<file path="config.mk">
export PLATFORM = sky130hd
export DESIGN_NAME = pipe_hazard_ctrl
export DESIGN_NICKNAME = d
export VERILOG_FILES = /design/src/rtl/pipe_ctrl_pkg.sv /design/src/rtl/hazard_scoreboard.sv /design/src/rtl/pipe_hazard_ctrl.sv
export SDC_FILE = /design/constraint.sdc
export NUM_CORES = 1
export LEC_CHECK = 0
export ABC_CLOCK_PERIOD_IN_PS = 1580
export CORE_MARGIN = 5
export CORE_UTILIZATION = 41
export CTS_CLUSTER_SIZE = 8
export DETAILED_ROUTE_END_ITERATION = 8
export PLACE_DENSITY = 0.77
export SYNTH_ARGS = -nofsm -noshare
export SYNTH_HDL_FRONTEND = slang
export SYNTH_SLANG_ARGS = --single-unit
</file>
<file path="constraint.sdc">
create_clock -name clk -period 1.58 [get_ports clk]
set_input_delay 0.395 -clock clk [delete_from_list [all_inputs] [get_ports clk]]
set_output_delay 0.395 -clock clk [all_outputs]
set_load 0.01 [all_outputs]
</file>
<file path="src/rtl/pipe_ctrl_pkg.sv">
// Shared types and constants for the WISC pipeline sequencing controller.
//   halt_state_e : halt FSM encoding (RUN / DRAIN / HALTED)
//   sb_entry_t   : one scoreboard entry {valid, destination reg, is_load}
//   NOP_INSTR    : encoding of the instruction used when a stage is bubbled
//   src_match()  : RAW compare of the ID sources against one entry
package pipe_ctrl_pkg;

  typedef enum logic [1:0] {
    ST_RUN    = 2'd0,
    ST_DRAIN  = 2'd1,
    ST_HALTED = 2'd2
  } halt_state_e;

  typedef struct packed {
    logic       valid;
    logic [2:0] rd;
    logic       is_load;
  } sb_entry_t;

  localparam logic [15:0] NOP_INSTR = 16'h0800;
  localparam sb_entry_t   SB_BUBBLE = '{valid: 1'b0, rd: 3'd0, is_load: 1'b0};

  // True when the instruction in ID reads the register this entry will write.
  function automatic logic src_match(
    input sb_entry_t  e,
    input logic       id_valid,
    input logic [2:0] rs,
    input logic       rs_used,
    input logic [2:0] rt,
    input logic       rt_used
  );
    return e.valid & id_valid & ((rs_used & (rs == e.rd)) | (rt_used & (rt == e.rd)));
  endfunction

endpackage

</file>
<file path="src/rtl/hazard_scoreboard.sv">
// Two-entry in-flight writer scoreboard (EX and MEM) with RAW hazard detect.
//   clk, rst          : clock, asynchronous active-low reset
//   freeze            : hold both entries (D-cache stall)
//   issue             : the ID instruction enters EX as a register writer
//   id_*              : ID source/destination fields
//   hazard            : ID must stall this cycle
//   sb_empty          : neither entry holds a writer
module hazard_scoreboard
  import pipe_ctrl_pkg::*;
#(
  parameter bit FWD_EN = 1'b1
) (
  input  logic       clk,
  input  logic       rst,
  input  logic       freeze,
  input  logic       issue,
  input  logic       id_valid,
  input  logic [2:0] id_rs,
  input  logic [2:0] id_rt,
  input  logic       id_rs_used,
  input  logic       id_rt_used,
  input  logic [2:0] id_wr_reg,
  input  logic       id_is_load,
  output logic       hazard,
  output logic       sb_empty
);

  sb_entry_t ex_reg, mem_reg, ex_next;
  logic      match_ex, match_mem;

  always_comb begin
    ex_next = SB_BUBBLE;
    if (issue) ex_next = '{valid: 1'b1, rd: id_wr_reg, is_load: id_is_load};
  end

  always_ff @(posedge clk or negedge rst) begin
    if (!rst) begin
      ex_reg  <= SB_BUBBLE;
      mem_reg <= SB_BUBBLE;
    end else if (!freeze) begin
      mem_reg <= ex_reg;
      ex_reg  <= ex_next;
    end
  end

  always_comb begin
    match_ex  = src_match(ex_reg, id_valid, id_rs, id_rs_used, id_rt, id_rt_used);
    match_mem = src_match(mem_reg, id_valid, id_rs, id_rs_used, id_rt, id_rt_used);
    // With forwarding only a load in EX cannot supply its data in time.
    if (FWD_EN) hazard = match_ex & ex_reg.is_load;
    else        hazard = match_ex | match_mem;
  end

  assign sb_empty = ~ex_reg.valid & ~mem_reg.valid;

endmodule

</file>
<file path="src/rtl/pipe_hazard_ctrl.sv">
// Pipeline sequencing controller for the 5-stage WISC core.
//   clk, rst             : clock, asynchronous active-low reset
//   id_*                 : decode-stage register use and control
//   fetch_busy, mem_busy : I-cache miss / D-cache stall
//   stall_if             : hold PC and IF/ID
//   stall_id             : inject a NOP into ID/EX
//   freeze               : hold ID/EX, EX/MEM, MEM/WB
//   flush_if_id          : replace IF/ID with a NOP
//   halt_done            : pipeline drained after HALT (registered)
//   stall_cnt            : saturating count of RUN-state stall cycles (registered)
module pipe_hazard_ctrl
  import pipe_ctrl_pkg::*;
#(
  parameter bit          FWD_EN = 1'b1,
  parameter int unsigned CNT_W  = 16
) (
  input  logic             clk,
  input  logic             rst,
  input  logic             id_valid,
  input  logic [2:0]       id_rs,
  input  logic [2:0]       id_rt,
  input  logic             id_rs_used,
  input  logic             id_rt_used,
  input  logic             id_wr_en,
  input  logic [2:0]       id_wr_reg,
  input  logic             id_is_load,
  input  logic             id_flush_req,
  input  logic             id_halt,
  input  logic             fetch_busy,
  input  logic             mem_busy,
  output logic             stall_if,
  output logic             stall_id,
  output logic             freeze,
  output logic             flush_if_id,
  output logic             halt_done,
  output logic [CNT_W-1:0] stall_cnt
);

  halt_state_e      state_reg, state_next;
  logic             hazard, sb_empty, issue, halt_issue, in_run;
  logic             halt_done_reg;
  logic [CNT_W-1:0] stall_cnt_reg;

  hazard_scoreboard #(.FWD_EN(FWD_EN)) u_sb (
    .clk        (clk),
    .rst        (rst),
    .freeze     (freeze),
    .issue      (issue),
    .id_valid   (id_valid),
    .id_rs      (id_rs),
    .id_rt      (id_rt),
    .id_rs_used (id_rs_used),
    .id_rt_used (id_rt_used),
    .id_wr_reg  (id_wr_reg),
    .id_is_load (id_is_load),
    .hazard     (hazard),
    .sb_empty   (sb_empty)
  );

  assign freeze = mem_busy;
  assign in_run = (state_reg == ST_RUN);

  // Freeze beats hazard beats flush. ID/EX is held (not bubbled) during a
  // freeze, so stall_id stays low. A flush lost to a stall is re-requested
  // by decode because the branch is still sitting in ID.
  always_comb begin
    stall_if    = 1'b0;
    stall_id    = 1'b0;
    flush_if_id = 1'b0;
    if (freeze) begin
      stall_if = 1'b1;
    end else if (!in_run || hazard) begin
      stall_if = 1'b1;
      stall_id = 1'b1;
    end else begin
      flush_if_id = id_flush_req | fetch_busy;
    end
  end

  assign issue      = id_valid & id_wr_en & ~stall_id & ~freeze & in_run;
  assign halt_issue = id_valid & id_halt  & ~stall_id & ~freeze & in_run;

  always_comb begin
    state_next = state_reg;
    case (state_reg)
      ST_RUN:    if (halt_issue) state_next = ST_DRAIN;
      ST_DRAIN:  if (sb_empty && !mem_busy) state_next = ST_HALTED;
      ST_HALTED: state_next = ST_HALTED;
      default:   state_next = ST_RUN;
    endcase
  end

  always_ff @(posedge clk or negedge rst) begin
    if (!rst) begin
      state_reg     <= ST_RUN;
      halt_done_reg <= 1'b0;
      stall_cnt_reg <= '0;
    end else begin
      state_reg     <= state_next;
      halt_done_reg <= (state_next == ST_HALTED);
      if (in_run && stall_if && (stall_cnt_reg != {CNT_W{1'b1}}))
        stall_cnt_reg <= stall_cnt_reg + CNT_W'(1);
    end
  end

  assign halt_done = halt_done_reg;
  assign stall_cnt = stall_cnt_reg;

endmodule
</file>
# Word-level counts from Yosys, hierarchy flattened

Index checks and enable logic that the tools add are counted.

Flip-flop bits (word level): 25
Bits in latches: 0
Memory bits (writable): 0
Bits in read-only memories: 0
Bits of input ports: 20
Output and inout port bits: 21
Word-level logic and storage cells: 50
Memories kept: 0

$add $sub $neg: 1
Multiply operators: 0
Div/mod/pow operators: 0
$lt $le $gt $ge: 0
Equal/unequal tests: 6
Shifts and indexed selects: 0
Muxes and demuxes: 9
Bitwise gates (word level): 20
Reductions and logical operators: 7

Operators by type and width:

| kind                    | number |
|---|---|
| $add A16 B1 Y16 const B | 1 |
| $ne A16 B16 Y1 const B  | 1 |
| $and A1 B1 Y1           | 14 |
| $eq A3 B3 Y1            | 2 |
| $pmux W2 S3             | 1 |
| $mux W1                 | 5 |
| $mux W5                 | 1 |
| $eq A2 B2 Y1 const B    | 2 |
| $mux W2                 | 2 |
| $not A1 Y1              | 4 |
| $logic_and A1 B1 Y1     | 3 |
| $eq A2 B1 Y1 const B    | 1 |
| $logic_not A1 Y1        | 2 |
| $logic_not A2 Y1        | 1 |
| $or A1 B1 Y1            | 2 |
| $logic_or A1 B1 Y1      | 1 |

# Logic depth before layout (Yosys ltp)

Gate-level depths: netlist (run 1).

Depth in word-level cells: 15
Depth in mapped cells: 6
Mapped depth without buffers: 6

# Cells and area by module

A second synthesis (run 1) with hierarchy kept.

Cell total of the unflattened synthesis: 134
Area, all modules: 1308.8 um2

By module, submodules not included:

| module            | times used | cells each | area each (um2) | seq. area each (um2) |
|---|---|---|---|---|
| pipe_hazard_ctrl  | 1          | 102        | 996.0           | 475.5 |
| hazard_scoreboard | 1          | 32         | 312.8           | 150.1 |

# Least setup slack after synthesis (run 1)

OpenSTA, ideal clock, no wires.

Path type: reg-to-output
From: register u_sb.ex_reg[2] (netlist name)
To: output flush_if_id
Arrival time: 1.426 ns
Data required time: 1.185 ns
Path slack: -0.241 ns
Cell stages (with the launch flop): 7
Buffers on the path: 1
Path through: dfrtp_1 > xnor2_1 > nand4_1 > a21oi_1 > or3_1 > buf_6 > nor3_1

Word-level cells in the longest chain between the ends: 8
Elaborated cells on any way between the ends: 10
Those cells by class: eq/ne: 2; mux: 2; bitwise: 5; reduce/logical: 1

RTL lines:

| element                | RTL line                | RTL |
|---|---|---|
| start, declared        | hazard_scoreboard.sv:28 | `sb_entry_t ex_reg, mem_reg, ex_next;` |
| start signal, assigned | hazard_scoreboard.sv:42 | `ex_reg <= ex_next;` |
| $eq A3 B3 Y1           | pipe_ctrl_pkg.sv:32     | `return e.valid & id_valid & ((rs_used & (rs == e.rd)) \| (rt_used & (rt == e.rd)));` |
| $and A1 B1 Y1          | pipe_ctrl_pkg.sv:32     |  |
| $or A1 B1 Y1 (*)       | pipe_ctrl_pkg.sv:32     |  |
| $and A1 B1 Y1 (*)      | pipe_ctrl_pkg.sv:32     |  |
| $and A1 B1 Y1 (*)      | hazard_scoreboard.sv:50 | `if (FWD_EN) hazard = match_ex & ex_reg.is_load;` |
| $logic_or A1 B1 Y1 (*) | pipe_hazard_ctrl.sv:72  | `end else if (!in_run \|\| hazard) begin` |
| $mux W1 (*)            | pipe_hazard_ctrl.sv:72  |  |
| $mux W1 (*)            | pipe_hazard_ctrl.sv:70  | `if (freeze) begin` |
| end, declared          | pipe_hazard_ctrl.sv:34  | `output logic flush_if_id,` |

Mark *: on every way between the ends. The rest lies on a longest branch, timed or not.

# Worst setup path in the final report (run 1)

From: register u_sb.ex_reg[2] (netlist name)
To: register stall_cnt_reg[14] (netlist: stall_cnt[14])

Word-level cells in the longest chain between the ends: 10
Elaborated cells on any way between the ends: 12
Those cells by class: eq/ne: 2; mux: 2; bitwise: 5; reduce/logical: 3

RTL lines:

| element                               | RTL line                | RTL |
|---|---|---|
| $eq A3 B3 Y1                          | pipe_ctrl_pkg.sv:32     |  |
| $and A1 B1 Y1                         | pipe_ctrl_pkg.sv:32     |  |
| $or A1 B1 Y1 (*)                      | pipe_ctrl_pkg.sv:32     |  |
| $and A1 B1 Y1 (*)                     | pipe_ctrl_pkg.sv:32     |  |
| $and A1 B1 Y1 (*)                     | hazard_scoreboard.sv:50 |  |
| $logic_or A1 B1 Y1 (*)                | pipe_hazard_ctrl.sv:72  |  |
| $mux W1 (*)                           | pipe_hazard_ctrl.sv:72  |  |
| $mux W1 (*)                           | pipe_hazard_ctrl.sv:70  |  |
| $logic_and A1 B1 Y1 (*) (2 in series) | pipe_hazard_ctrl.sv:101 | `if (in_run && stall_if && (stall_cnt_reg != {CNT_W{1'b1}}))` |
| end signal, assigned                  | pipe_hazard_ctrl.sv:102 | `stall_cnt_reg <= stall_cnt_reg + CNT_W'(1);` |
| end, declared                         | pipe_hazard_ctrl.sv:42  | `logic [CNT_W-1:0] stall_cnt_reg;` |

Marks and branches as above.
A chain may end at the register's enable or synchronous reset.

==> results.sh, run 1 <==
export IMPL_rsz0062_at_grt="true"
export IMPL_worstReg2RegEnd="stall_cnt[14]"
export IMPL_io_buffer_count=40
export IMPL_synth_distinct_cells=31
export IMPL_nets=240
export IMPL_first_pass_iters=4
export IMPL_vias=1391
export IMPL_drive_above_1_share_pct=49.1
export IMPL_antenna_found_initial=0
export IMPL_status="complete, but fails checks"
export IMPL_cts_buffer_depth=2
export IMPL_core_area_um2=3080
export IMPL_wl_per_cell_um=18.1
export IMPL_slowest_delay_ps=470
export IMPL_crit_top_cell="buf_6"
export IMPL_gp_congestion=0.814
export IMPL_setup_ws_ps=-643
export IMPL_die_area_um2=4480
export IMPL_fin_hold_ws_ps=435
export IMPL_std_cell_rows=20
export IMPL_avgSynthCellArea_um2=10.7
export IMPL_first_iter_violations=124
export IMPL_leakage_nw=1.19
export IMPL_syn_to_final_growth_pct=88.1
export IMPL_period_needed_ps=2220
export IMPL_grt_use_total_pct=22.8
export IMPL_grt_pass1_vias=1511
export IMPL_synthTopCellsByArea="dfrtp_1, xnor2_1, nand3_1"
export IMPL_path_delay_family="buffers and inverters"
export IMPL_h_tree_depth=1
export IMPL_maxClockFrequency_mhz=450
export IMPL_rr_startpoint="u_sb.ex_reg[2]"
export IMPL_largest_reg_flops=16
export IMPL_numCtsBuffers=3
export IMPL_cts_root_buf="clkbuf_4"
export IMPL_vias_per_cell=5.31
export IMPL_cap_violations=0
export IMPL_hold_path_class="primary input to async pin"
export IMPL_cp_end_kind="flip-flop"
export IMPL_yosys_area_top_type="dfrtp_1"
export IMPL_die_y_um=66.9
export IMPL_start_util_pct=43.2
export IMPL_cts_tree="yes"
export IMPL_powerDensity_nw_per_um2=1060
export IMPL_stdcell_area_um2=2500
export IMPL_min_period_over_period_pct=141
export IMPL_maxSlewHeadroom_pct=67.2
export IMPL_antenna_left=0
export IMPL_grt_overflow=0
export IMPL_finalMaxSlewViolations=0
export IMPL_ys_ff_latch=25
export IMPL_hold_viol_final=0
export IMPL_grt_max_degree=26
export IMPL_synth_top_area_share_pct=47.1
export IMPL_hold_buffers=0
export IMPL_cp_num_buf_inv=5
export IMPL_startpoint_type="flip-flop"
export IMPL_cp_required_ps=1810
export IMPL_synth_warnings=0
export IMPL_syn_nets=145
export IMPL_num_io_pins=41
export IMPL_crit_slowest_cell="dfrtp_2"
export IMPL_antennaDiodeCount=0
export IMPL_post_place_ws_ps=-1050
export IMPL_worstMarginPinSlew_ps=491
export IMPL_clk_pin_slew_ps=140
export IMPL_crit_fanout=3
export IMPL_critical_path_class="flip-flop to flip-flop"
export IMPL_tns_ps=-11990
export IMPL_drt_drc_violations_left=0
export IMPL_power_total_mw=2.66
export IMPL_clk_latency_ps=330
export IMPL_syn_area_um2=1330
export IMPL_fin_skew_ps=3.46
export IMPL_violations="setup timing"
export IMPL_hpwlAfterDp_um=2650
export IMPL_yosysSeqAreaShare_pct=47.1
export IMPL_r2r_cells=10
export IMPL_clock_sinks=25
export IMPL_die_w_um=66.9
export IMPL_synthCells=124
export IMPL_place_area_um2=2030
export IMPL_worstPathCellList="xnor2_1 > nand4_1 > buf_4 > buf_6 > buf_6 > buf_6 > buf_6 > nand3_4 > nor3b_4 > mux2_4"
export IMPL_worst_r2r_setup_slack_ps=-640
export IMPL_routed_wl_um=4740
export IMPL_grt_pass1_wl_um=7690
export IMPL_critPathArrivalTime_ps=2450
export IMPL_peakVddDrop_mv=1.02
export IMPL_setup_violations=25
## layout by cell type (no fill, tap or decap), drive strengths merged, types with 3 or more instances in the layout
| master | count |
|---|---|
| buf | 58 |
| dfrtp | 25 |
| xnor2 | 20 |
| dlygate4sd2 | 13 |
| nand2 | 12 |
| clkdlybuf4s50 | 11 |
| nand3 | 10 |
| clkdlybuf4s15 | 9 |
| nand4 | 8 |
| clkbuf | 7 |
| and4 | 6 |
| inv | 5 |
| o41ai | 4 |
| and3 | 4 |
| mux2 | 3 |
| and2 | 3 |
| nor3 | 3 |
## per-layer routing
metal,up-vias,routed length [um],global-route usage [%]
li1,633,-,-
met1,700,1970,28.1
met2,41,2440,41.0
met3,17,178,2.87
met4,0,153,7.34
met5,-,0,0
## kinds of logic after synthesis
| logic type | count (synthesis) | synth area share (%) |
|---|---|---|
| AND/OR/NAND/NOR | 53 | 22.7 |
| flip-flops | 25 | 47.1 |
| XOR/XNOR | 20 | 13.2 |
| AO/OA/AOI/OAI | 10 | 8.00 |
| buffers and inverters | 10 | 4.05 |
| multiplexers | 5 | 4.05 |
| adder cells (fa/ha/maj) | 1 | 0.941 |
## report_power, final
group / total (mW) / internal [mW] / switching, mW
Combinational: 1.52 / 0.830 / 0.688
Sequential: 0.844 / 0.770 / 0.0746
Clock: 0.294 / 0.0952 / 0.199
Total: 2.66 / 1.70 / 0.961
## area by class of cell
| cell class | instances | area (um2) |
|---|---|---|
| multi-input combinational | 89 | 915 |
| timing repair buffer | 95 | 855 |
| sequential | 25 | 629 |
| fill | 168 | 578 |
| tap | 44 | 55.1 |
| clock buffer | 3 | 22.5 |
| inverter | 5 | 18.8 |
| clock inverter | 1 | 5.00 |
## worst max-delay path by stage
stage,startpoint,end,slack [ps],cells after the start
floorplan,u_sb.ex_reg[1],stall_id,-100,6
global placement,id_rt[0],flush_if_id,-1000,7
detailed placement,id_rt[0],flush_if_id,-1050,7
CTS,u_sb.ex_reg[2],stall_if,-590,6
global route,u_sb.ex_reg[2],stall_cnt[14],-730,10
finish,u_sb.ex_reg[2],stall_cnt[14],-640,10
## stage by stage
| stage | cells | utilization [%] |
|---|---|---|
| floorplan | 124 | - |
| finish | 262 | 81.2 |
| CTS | 255 | 77.0 |
| detailed placement | 236 | 66.1 |
| global route | 262 | 81.2 |
| global placement | 236 | 66.1 |
## cells in the mapped netlist
cell type	number
a211o_1	1
a21oi_1	1
a21oi_4	1
a311oi_4	1
and2_0	1
and2_1	2
and3_1	3
and3_2	1
and4_1	5
and4_2	1
buf_2	1
buf_4	2
buf_6	1
clkbuf_1	1
dfrtp_1	25
ha_1	1
inv_1	5
mux2_2	3
mux2i_1	2
nand2_1	12
nand2b_1	2
nand3_1	10
nand4_1	8
nor2_1	2
nor3_1	3
nor3b_1	1
o31ai_1	2
o41ai_1	4
or3_1	1
or3b_2	1
xnor2_1	20
## repair_timing
action	CTS	global route
setup buffers	33	7
pin swaps	27	5
setup endpoints to repair	43	37
resized for setup	81	28
cloned	1	0
(Power assumes the default switching activity.)
==> run 2, diff against run 1 <==
--- a/config.mk
+++ b/config.mk
@@ -5,12 +5,12 @@
 export SDC_FILE = /design/constraint.sdc
 export NUM_CORES = 1
 export LEC_CHECK = 0
-export ABC_CLOCK_PERIOD_IN_PS = 1580
+export ABC_CLOCK_PERIOD_IN_PS = 2510
 export CORE_MARGIN = 5
-export CORE_UTILIZATION = 41
+export CORE_UTILIZATION = 45
 export CTS_CLUSTER_SIZE = 8
 export DETAILED_ROUTE_END_ITERATION = 8
-export PLACE_DENSITY = 0.77
+export PLACE_DENSITY = 0.8
 export SYNTH_ARGS = -nofsm -noshare
 export SYNTH_HDL_FRONTEND = slang
 export SYNTH_SLANG_ARGS = --single-unit
==> constraint.sdc (replaced) <==
create_clock -name clk -period 2.51 [get_ports clk]
set_input_delay 0.6275 -clock clk [delete_from_list [all_inputs] [get_ports clk]]
set_output_delay 0.6275 -clock clk [all_outputs]
set_load 0.01 [all_outputs]
==> run 2 against run 1 <==
The run now ends clean. Flip-flop and latch count stayed put. Count of clock-buffer cells in the layout is 1 higher. First-iteration DRC count is 31% lower. Register-to-register slack better by 720 ps. Final cell count is 19% lower. Critical path depth is 3 lower. Utilization is 13 points lower. Sequential power is 30% lower. Clock skew is 6.9 ps higher. Combinational power is 66% lower. Critical path type is now primary input to primary output. Critical endpoint is now stall_id. Highest routed layer unchanged.
==> results.sh, run 2 (synthesis gave the netlist of run 1 again) <==
export IMPL_clk_pin_slew_ps=120
export IMPL_crit_fanout=4
export IMPL_hpwlAfterDp_um=2510
export IMPL_gp_congestion=0.824
export IMPL_multiInputGateArea_um2=694
export IMPL_startpoint_type="primary input"
export IMPL_hold_viol_final=0
export IMPL_die_area_um2=4140
export IMPL_cts_root_buf="clkbuf_4"
export IMPL_finalMaxSlewViolations=0
export IMPL_num_io_pins=41
export IMPL_hold_buffers=0
export IMPL_final_common_cell="clkdlybuf4s50_1"
export IMPL_syn_to_final_growth_pct=45.0
export IMPL_start_util_pct=47.4
export IMPL_power_total_mw=1.29
export IMPL_finalNonFillerCells=213
export IMPL_cp_required_ps=1880
export IMPL_fin_skew_ps=10.3
export IMPL_io_buffer_count=40
export IMPL_vias=1193
export IMPL_critPathArrivalTime_ps=1870
export IMPL_antenna_found_initial=0
export IMPL_largest_reg_flops=16
export IMPL_hold_path_class="flip-flop to flip-flop"
export IMPL_cts_buffer_depth=2
export IMPL_fin_hold_ws_ps=518
export IMPL_maxClockFrequency_mhz=400
export IMPL_die_y_um=64.3
export IMPL_routed_wl_um=3510
export IMPL_leakage_nw=0.827
export IMPL_slowest_delay_ps=360
export IMPL_core_area_um2=2810
export IMPL_drt_drc_violations_left=0
export IMPL_fin_util_pct=68.7
export IMPL_wl_per_cell_um=16.5
export IMPL_powerDensity_nw_per_um2=668
export IMPL_h_tree_depth=1
export IMPL_grt_max_degree=26
export IMPL_grt_pass1_wl_um=5890
export IMPL_antenna_left=0
export IMPL_cts_tree="yes"
export IMPL_peakVddDrop_mv=0.407
export IMPL_numCtsBuffers=3
export IMPL_maxSlewHeadroom_pct=69.0
export IMPL_critical_path_class="primary input to primary output"
export IMPL_nets=204
export IMPL_drive_above_1_share_pct=23.6
export IMPL_rr_startpoint="u_sb.ex_reg[1]"
export IMPL_layout_common_cells="clkdlybuf4s50_1, dfrtp_1, buf_4"
export IMPL_first_pass_iters=4
export IMPL_n_fill_cell=226
export IMPL_setup_violations=0
export IMPL_min_period_over_period_pct=99.5
export IMPL_crit_slowest_cell="or3_4"
export IMPL_period_needed_ps=2500
export IMPL_status="complete, no violations"
export IMPL_grt_pass1_vias=1240
export IMPL_worstPathCellList="dlygate4sd2_1 > xnor2_1 > nand4_1 > a21oi_1 > or3_4 > and2_4 > buf_6"
export IMPL_die_w_um=64.3
export IMPL_dp_cells=201
export IMPL_grt_overflow=0
export IMPL_regArea_um2=627
export IMPL_cp_end_kind="primary output"
export IMPL_cp_startpoint="id_rs[0]"
export IMPL_cap_violations=0
export IMPL_std_cell_rows=19
export IMPL_clk_latency_ps=320
export IMPL_clock_sinks=25
export IMPL_worstMarginPinSlew_ps=465
export IMPL_worstHoldStart="stall_cnt[11]"
export IMPL_first_iter_violations=85
export IMPL_antennaDiodeCount=0
export IMPL_vias_per_cell=5.60
export IMPL_grt_use_total_pct=18.1
==> run 2: per-stage QoR <==
stage	area (um2)	setup TNS [ps]	worst slack (ps)
final	1930	0	11.9
after global routing	1930	-75.5	-22.8
after CTS	1910	0	38.1
after detailed placement	1820	-1630	-613
after global placement	1820	-1500	-571
after floorplan	1330	0	241
==> run 2: power by group <==
group	internal [mW]	switching, mW
logic	0.299	0.222
clock network	0.0622	0.118
registers	0.482	0.106
total	0.843	0.445
==> run 2: final timing paths <==
| path | slack [ps] | end | depth (start not counted) |
|---|---|---|---|
| min in group asynchronous | 650 | u_sb.ex_reg[2] | 2 |
| setup / recovery | 10 | stall_id | 7 |
| hold reg to reg | 520 | stall_cnt[11] | 1 |
| setup reg to reg | 80 | stall_cnt[14] | 10 |
| max in group asynchronous | 1610 | u_sb.ex_reg[1] | 2 |
| hold / removal | 520 | stall_cnt[11] | 1 |
==> run 2: worst max-delay path: cells and delay by family <==
family	cells	cell delay (ps)
XOR/XNOR	1	130
AND/OR/NAND/NOR	3	670
AO/OA/AOI/OAI	1	80
buffers and inverters	2	350
==> run 2: routing by layer <==
metal,global-route usage (%),part of all wire [%]
met1,22.2,42
met5,0,0
met4,7.12,1.9
met2,32.0,52
met3,2.45,3.2
==> run 2: area by class of cell <==
| cell class | instances | area share (%) |
|---|---|---|
| multi-input cells | 89 | 36.0 |
| well taps | 31 | 2.01 |
| clock buffers | 4 | 1.36 |
| inverters | 5 | 0.974 |
| repair buffers | 59 | 27.1 |
| flip-flops and latches | 25 | 32.5 |
==> run 2: timing repair <==
| action | 4_1_cts | 5_1_grt |
|---|---|---|
| endpoints found under the setup margin | 3 | 5 |
| gates resized for setup | 28 | 9 |
| setup buffers | 8 | 0 |
| cloned | 0 | 0 |
| pin swaps | 6 | 6 |
==> run 3, diff against run 2 <==
--- a/config.mk
+++ b/config.mk
@@ -11,6 +11,7 @@
 export CTS_CLUSTER_SIZE = 8
 export DETAILED_ROUTE_END_ITERATION = 8
 export PLACE_DENSITY = 0.8
+export SETUP_SLACK_MARGIN = 0.05
 export SYNTH_ARGS = -nofsm -noshare
 export SYNTH_HDL_FRONTEND = slang
 export SYNTH_SLANG_ARGS = --single-unit
==> run 3 against run 2 <==
The run now ends with setup timing left. Count of clock-buffer cells in the layout unchanged. Non-clock buffer count stayed put. Total power increased by 1.3%. Clock power about the same. Via count shrank 1.3%. Flip-flop and latch count stayed put. First-iteration DRC count fell by 22%. Wire length rose by 3.1%. Final area rose by 0.52%. Global-route usage about the same. Maximum frequency is 0.96% lower. Largest cell class unchanged.
==> results.sh, run 3 (synthesis gave the netlist of run 1 again) <==
export IMPL_routed_wl_um=3620
export IMPL_powerDensity_nw_per_um2=673
export IMPL_tns_ps=-12.4
export IMPL_worstPathCellList="xnor2_2 > nand4_1 > a21oi_1 > or3_4 > and2_4 > buf_6"
export IMPL_die_area_um2=4140
export IMPL_antenna_left=0
export IMPL_gp_congestion=0.824
export IMPL_finalNonFillerCells=213
export IMPL_place_area_um2=1820
export IMPL_grt_use_total_pct=18.0
export IMPL_numCtsBuffers=3
export IMPL_std_cell_rows=19
export IMPL_n_fill_cell=227
export IMPL_grt_overflow=0
export IMPL_setup_violations=1
export IMPL_grt_pass1_vias=1241
export IMPL_multiInputGateArea_um2=699
export IMPL_grt_max_degree=26
export IMPL_hold_path_class="flip-flop to flip-flop"
export IMPL_clk_latency_ps=320
export IMPL_min_period_over_period_pct=100
export IMPL_nets=204
export IMPL_vias_per_cell=5.53
export IMPL_num_io_pins=41
export IMPL_layout_common_cells="clkdlybuf4s50_1, dfrtp_1, buf_4"
export IMPL_status="complete, but fails checks"
export IMPL_drt_drc_violations_left=0
export IMPL_first_pass_iters=4
export IMPL_leakage_nw=0.828
export IMPL_dp_cells=201
export IMPL_rsz0062_at_grt="true"
export IMPL_startpoint_type="flip-flop"
export IMPL_antenna_found_initial=0
export IMPL_crit_slowest_cell="dfrtp_2"
export IMPL_die_y_um=64.3
export IMPL_largest_reg_flops=16
export IMPL_violations="setup timing"
export IMPL_hold_buffers=0
export IMPL_antennaDiodeCount=0
export IMPL_wl_per_cell_um=17.0
export IMPL_die_w_um=64.3
export IMPL_peakVddDrop_mv=0.424
export IMPL_critical_path_class="flip-flop to primary output"
export IMPL_critPathArrivalTime_ps=1890
export IMPL_hold_viol_final=0
export IMPL_clk_pin_slew_ps=140
export IMPL_cp_required_ps=1880
export IMPL_power_total_mw=1.30
export IMPL_syn_to_final_growth_pct=45.8
export IMPL_core_area_um2=2810
export IMPL_hpwlAfterDp_um=2510
export IMPL_stdcell_area_um2=1940
export IMPL_vias=1178
export IMPL_fin_skew_ps=15.7
export IMPL_cts_root_buf="clkbuf_4"
export IMPL_regArea_um2=628
export IMPL_cts_buffer_depth=2
export IMPL_maxSlewHeadroom_pct=68.8
export IMPL_cts_tree="yes"
export IMPL_slowest_delay_ps=470
export IMPL_io_buffer_count=40
export IMPL_final_common_cell="clkdlybuf4s50_1"
export IMPL_fin_util_pct=69.0
export IMPL_maxClockFrequency_mhz=396
export IMPL_grt_pass1_wl_um=5870
export IMPL_crit_fanout=4
export IMPL_finalMaxSlewViolations=0
export IMPL_setup_ws_ps=-12.4
export IMPL_clock_sinks=25
export IMPL_cap_violations=0
export IMPL_first_iter_violations=66
export IMPL_start_util_pct=47.4
export IMPL_drive_above_1_share_pct=25.3
export IMPL_worstMarginPinSlew_ps=468
export IMPL_period_needed_ps=2520
export IMPL_fin_hold_ws_ps=517
export IMPL_cp_end_kind="primary output"
export IMPL_h_tree_depth=1
export IMPL_post_place_ws_ps=-613
[run 3: worst paths after layout]
kind	endpoint	slack, ps	depth (start not counted)	from
max	stall_id	-10	6	u_sb.ex_reg[2]
min	stall_cnt[12]	520	1	stall_cnt[12]
max reg2reg	stall_cnt[14]	230	10	u_sb.ex_reg[2]
min reg2reg	stall_cnt[12]	520	1	stall_cnt[12]
max in group asynchronous	stall_cnt[15]	1600	2	rst
min in group asynchronous	u_sb.ex_reg[2]	640	2	rst
[run 3: routing by layer]
layer  track usage, %  share of wire [%]  vias to the layer above
li1                 -                  -                      560
met4             7.39                2.6                        0
met5                0                  0                        -
met2             31.7                 51                       33
met1             22.2                 43                      576
met3             2.45                2.7                        9
[run 3: timing repair]
action / in CTS / in global routing
pin swaps: 9 / 4
gates resized for setup: 32 / 11
endpoints found under the setup margin: 4 / 6
setup buffers: 8 / 0
[run 3: cell type report]
| class | count | share of cell area [%] |
|---|---|---|
| multi-input cells | 89 | 36.1 |
| clock buffers | 4 | 1.36 |
| well taps | 31 | 2.00 |
| flip-flops and latches | 25 | 32.4 |
| inverters | 5 | 0.969 |
| repair buffers | 59 | 27.1 |
[run 3: worst max-delay path: cells and delay by family (launching register included)]
| kind | cells | cell delay, ps |
|---|---|---|
| buffers and inverters | 1 | 110 |
| and+or+nand+nor | 3 | 710 |
| DFF | 1 | 470 |
| AOI/OAI and AO/OA | 1 | 120 |
| xor gates and xnor gates | 1 | 150 |
[run 3: where the power goes]
group          switching, mW  internal, mW
clock                  0.120        0.0622
sequential             0.108         0.482
combinational          0.226         0.306
total                  0.454         0.850
